`config.mk`:
```
export PLATFORM = sky130hd
export DESIGN_NAME = pipeline_hazard_ctrl
export DESIGN_NICKNAME = d
export VERILOG_FILES = /design/src/rtl/pipe_ctrl_pkg.sv /design/src/rtl/hazard_detect.sv /design/src/rtl/pipeline_hazard_ctrl.sv
export SDC_FILE = /design/constraint.sdc
export NUM_CORES = 1
export LEC_CHECK = 0
export ABC_AREA = 1
export CAP_MARGIN = 10
export CORE_MARGIN = 1
export CORE_UTILIZATION = 53
export DETAILED_ROUTE_END_ITERATION = 16
export PLACE_DENSITY = 0.95
export SLEW_MARGIN = 0
export SYNTH_ARGS = -nofsm -noshare
export SYNTH_HDL_FRONTEND = slang
export SYNTH_SLANG_ARGS = --single-unit
export TNS_END_PERCENT = 5
```
`constraint.sdc`:
```
create_clock -name clk_i -period 3.5 [get_ports clk_i]
set_clock_uncertainty 0.05 [all_clocks]
set_input_delay 0.7 -clock clk_i [delete_from_list [all_inputs] [get_ports clk_i]]
set_output_delay 0.7 -clock clk_i [all_outputs]
set_load 0.01 [all_outputs]
```
`src/rtl/pipe_ctrl_pkg.sv`:
```
// pipe_ctrl_pkg: shared state encodings and register-match helper for the pipeline hazard controller
package pipe_ctrl_pkg;
  typedef enum logic [1:0] {
    ST_IDLE    = 2'd0,
    ST_RUN     = 2'd1,
    ST_MEMWAIT = 2'd2
  } state_e;
  localparam logic [4:0] REG_ZERO = 5'd0;
  // x0 is hardwired zero, so a write to it never creates a dependency
  function automatic logic src_match(input logic [4:0] rd, input logic [4:0] rs1,
                                     input logic [4:0] rs2, input logic uses_rs2);
    return (rd != REG_ZERO) && ((rd == rs1) || (uses_rs2 && (rd == rs2)));
  endfunction
endpackage

```
`src/rtl/hazard_detect.sv`:
```
// hazard_detect: combinational load-use and branch-operand hazard detection for the ID stage
module hazard_detect
  import pipe_ctrl_pkg::*;
(
  input  logic [4:0] id_rs1_i,
  input  logic [4:0] id_rs2_i,
  input  logic       id_uses_rs2_i,
  input  logic       id_branch_i,
  input  logic       ex_regwrite_i,
  input  logic       ex_memread_i,
  input  logic [4:0] ex_rd_i,
  input  logic       mem_memread_i,
  input  logic [4:0] mem_rd_i,
  output logic       hz_ex_o,
  output logic       hz_mem_o,
  output logic       stall_o
);
  // branches resolve in ID, so they also wait on ALU results in EX and loads in MEM
  always_comb begin
    hz_ex_o  = ex_regwrite_i & src_match(ex_rd_i, id_rs1_i, id_rs2_i, id_uses_rs2_i);
    hz_mem_o = mem_memread_i & src_match(mem_rd_i, id_rs1_i, id_rs2_i, id_uses_rs2_i);
    stall_o  = (ex_memread_i & hz_ex_o) | (id_branch_i & hz_ex_o) | (id_branch_i & hz_mem_o);
  end
endmodule

```
`src/rtl/pipeline_hazard_ctrl.sv`:
```
// pipeline_hazard_ctrl: sequences pipeline register enables, stalls, bubbles and flushes
// and tracks stall cycles plus a sticky data-memory timeout flag
module pipeline_hazard_ctrl
  import pipe_ctrl_pkg::*;
#(
  parameter int CNT_W   = 16,
  parameter int TIMEOUT = 255,
  parameter int TO_W    = 8
) (
  input  logic             clk_i,
  input  logic             rst_i,
  input  logic             start_i,
  input  logic [4:0]       id_rs1_i,
  input  logic [4:0]       id_rs2_i,
  input  logic             id_uses_rs2_i,
  input  logic             id_branch_i,
  input  logic             branch_taken_i,
  input  logic             ex_regwrite_i,
  input  logic             ex_memread_i,
  input  logic [4:0]       ex_rd_i,
  input  logic             mem_memread_i,
  input  logic [4:0]       mem_rd_i,
  input  logic             dmem_stall_i,
  output logic             pc_write_o,
  output logic             if_id_write_o,
  output logic             if_id_flush_o,
  output logic             id_ex_bubble_o,
  output logic             pipe_hold_o,
  output logic [CNT_W-1:0] stall_cnt_o,
  output logic             err_o,
  output logic [1:0]       state_o
);
  state_e            state_q, state_d;
  logic [CNT_W-1:0]  cnt_q, cnt_d;
  logic [TO_W-1:0]   wait_q, wait_d, wait_inc;
  logic              err_q, err_d;
  logic              hz_ex, hz_mem, stall;
  logic              idle, run, freeze, adv, stay_wait;

  hazard_detect u_hazard_detect (
    .id_rs1_i      (id_rs1_i),
    .id_rs2_i      (id_rs2_i),
    .id_uses_rs2_i (id_uses_rs2_i),
    .id_branch_i   (id_branch_i),
    .ex_regwrite_i (ex_regwrite_i),
    .ex_memread_i  (ex_memread_i),
    .ex_rd_i       (ex_rd_i),
    .mem_memread_i (mem_memread_i),
    .mem_rd_i      (mem_rd_i),
    .hz_ex_o       (hz_ex),
    .hz_mem_o      (hz_mem),
    .stall_o       (stall)
  );

  // memory wait outranks hazard stalls, which outrank a taken branch
  always_comb begin
    idle           = state_q == ST_IDLE;
    run            = state_q == ST_RUN;
    freeze         = (state_q == ST_MEMWAIT) | (run & dmem_stall_i);
    adv            = run & ~dmem_stall_i & ~stall;
    pc_write_o     = adv;
    if_id_write_o  = adv;
    if_id_flush_o  = adv & branch_taken_i;
    id_ex_bubble_o = idle | (run & ~dmem_stall_i & stall);
    pipe_hold_o    = freeze;
    state_d        = !start_i ? ST_IDLE :
                     idle ? ST_RUN :
                     dmem_stall_i ? ST_MEMWAIT : ST_RUN;
    stay_wait      = (state_q == ST_MEMWAIT) & (state_d == ST_MEMWAIT);
    wait_inc       = &wait_q ? wait_q : wait_q + 1'b1;
    wait_d         = stay_wait ? wait_inc : '0;
    err_d          = err_q | (stay_wait & (wait_inc >= TO_W'(TIMEOUT)));
    cnt_d          = (!idle && !adv && !(&cnt_q)) ? cnt_q + 1'b1 : cnt_q;
  end

  always_ff @(posedge clk_i or negedge rst_i) begin
    if (!rst_i) begin
      state_q <= ST_IDLE;
      cnt_q   <= '0;
      wait_q  <= '0;
      err_q   <= 1'b0;
    end else begin
      state_q <= state_d;
      cnt_q   <= cnt_d;
      wait_q  <= wait_d;
      err_q   <= err_d;
    end
  end

  assign stall_cnt_o = cnt_q;
  assign err_o       = err_q;
  assign state_o     = state_q;
endmodule
```
==> metrics.cfg, run 1 <==
[routing]
routed_via_density=5.15
drt_first_pass_iters=5
drc=0
antenna_left=0
vias=2157
drt_iter0_markers=157
wl_per_cell_um=12.3
wl_mm=5.17

[synthesis]
synth_area_mm2=0.00206
synth_top_area_share_pct=32.8
yosys.area.top_type=dfrtp_1
synth_common_cells=nand2_1, inv_1, nand3_1
synthArstFlopShare_pct=100
syn_inst=316
syn-mean-instance-area_um2=6.52
ys_seq_area_share_pct=32.8
synthFlopType=dfrtp_1
synth_seq_cells=27
synth_edf_count=0
synth_nets=348
synth.most_common_cell=nand2_1
synth_area_leaders=dfrtp_1, nand2_1, nand3_1
yosys_warnings=0
ys_types=27

[clocking]
cts_buffers=3
postCtsSetupRepairBufs=0
ctsResizeCount=0
clk_latency_ns=0.27
cts_tree=built
clkSinkCount=27
max-clock-path-buffers=2
hold_buffers=0
htree_levels=1
root_buffer=clkbuf_8
path_clk_slew_ns=0.09

[timing]
hold_slack_ns=0.434
tightest_slew_ns=0.680
period_share_pct=94.1
fmax_mhz=304
setup_tns_ns=0
finalCriticalPeriod_ns=3.29
rsz0062_at_grt=no
slew_violations=0
hold_violations=0
relSlewSlack_pct=54.3
setup_viol=0

[setup_path]
timing.rr.end=err_o
r2r_slack_ns=1.53
r2r_cells=10
path_max_fanout=4
crit_path_start_kind=input pin
path_class=in2out
end_kind=primary output
cp.arrival_ns=2.54
required_ns=2.75
r2r-start=wait_q[0]

[global_routing]
grt_usage_pct=27.5
grt_pass1_vias=2080
antenna_found_initial=0
overflow=0
grt_max_degree=28
grt_pass1_wl_mm=8.98

[min_path]
holdPathStages=2
hold_start=err_o
min_path_type=reg2reg
holdPathEnd=err_o

[pwr]
ir_worst_vdd_mv=0.291
total_power_uw=826
p_leak_nw=1.35
power-per-cell-area_mw_per_mm2=311

[layout]
area_growth_pct=29.0
fillers=304
antenna_cells=0
nets=404
fin_area_mm2=0.00266
final_cells=419
drive_gt1_share_pct=3.77

[floorplanning]
die_area_mm2=0.00414
die_x_um=64.3
die_h_um=64.3
rows=22
start_util_pct=55.8
core_region_area_mm2=0.00369
io-pin-count=54

[flow_run]
max_cap_viol_count=0

[place]
dp.cells=415
port_buffers=53
gp_congestion=0.939
hpwl_mm=4.08
placed_area_mm2=0.00261

[outcome]
status=finished, final reports clean

## power breakdown
part           switching (mW)  internal (mW)
Sequential             0.0426          0.338
Combinational           0.134          0.131
Clock                  0.0978         0.0817
## per-stage QoR
step,worst slack [ns],utilization (%)
global placement,0.288,70.8
CTS,0.198,72.0
detailed placement,0.202,70.8
finish,0.207,72.0
floorplan,1.04,-
global route,0.0874,72.0
## critical path, cell delays in order
cell,delay (ns)
clkdlybuf4s50_1,0.48
nor3_1,0.27
nand3_1,0.11
nand3_1,0.08
inv_1,0.04
nand2_1,0.09
nand3_2,0.10
inv_1,0.11
clkdlybuf4s50_1,0.57
## registers in the layout, indices dropped and copies added (netlist names)
signal	cells
err_o	1
stall_cnt_o	16
state_o	2
wait_q	8
## placed cells by master (no fill, tap or decap)
cell and instances:
nand2_4 2, clkdlybuf4s50_1 53, ha_1 2, nand4_1 7, inv_2 1, or2_2 1, nor4_1 1, o31ai_4 1
xnor2_1 11, inv_1 46, o21bai_1 2, nor3_1 5, nand3_2 2, nor2_4 1, nand3_1 35, buf_4 2
xor2_1 6, o21ai_0 7, dfrtp_1 27, nand2_1 116, o21a_1 1, nand2_2 1, clkbuf_1 1, nand3b_1 1
clkbuf_8 3, nor2_1 30, a21oi_1 6
## metal layers
metal,wire (um),vias to the layer above,track usage (%),part of all wire (%)
li1,-,1100,-,-
met1,2250,998,32.7,44
met2,2650,51,50.5,51
met3,218,8,5.18,4.2
met4,48,0,6.11,0.93
met5,0,-,0,0
## cell families (layout without fill, tap and decap cells)
logic type	Yosys count	in the layout	share of synthesized area (%)
xor+xnor	17	17	7.23
buf+inv	51	106	11.1
flops	27	27	32.8
compound gates	17	17	5.29
fa+ha+maj	2	2	1.21
simple gates	202	202	42.3
## cell type report
cell class,count,area (um2),area share (%)
Multi-Input combinational cell,238,1150,43.5
Sequential cell,27,676,25.4
Timing Repair Buffer,55,546,20.5
Inverter,47,176,6.64
Tap cell,48,60.1,2.26
Clock buffer,4,45.0,1.69
## worst max path at each step
| stage | start | end | slack, ns | cells after the start |
|---|---|---|---|---|
| floorplan | mem_rd_i[3] | pc_write_o | 1.04 | 9 |
| global placement | mem_rd_i[3] | if_id_flush_o | 0.29 | 9 |
| detailed placement | mem_rd_i[3] | if_id_write_o | 0.20 | 9 |
| CTS | mem_rd_i[2] | if_id_write_o | 0.20 | 9 |
| global route | mem_rd_i[2] | if_id_write_o | 0.09 | 10 |
| finish | mem_rd_i[2] | if_id_write_o | 0.21 | 9 |
Note: power is estimated with default switching activity, not from simulation.
==> run 2: changes to the inputs <==
- HOLD_SLACK_MARGIN: default -> 0.08
- SKIP_CTS_REPAIR_TIMING: default -> 1
==> results of run 2 <==
Final layout, timing and power as in run 1 (identical DEF).
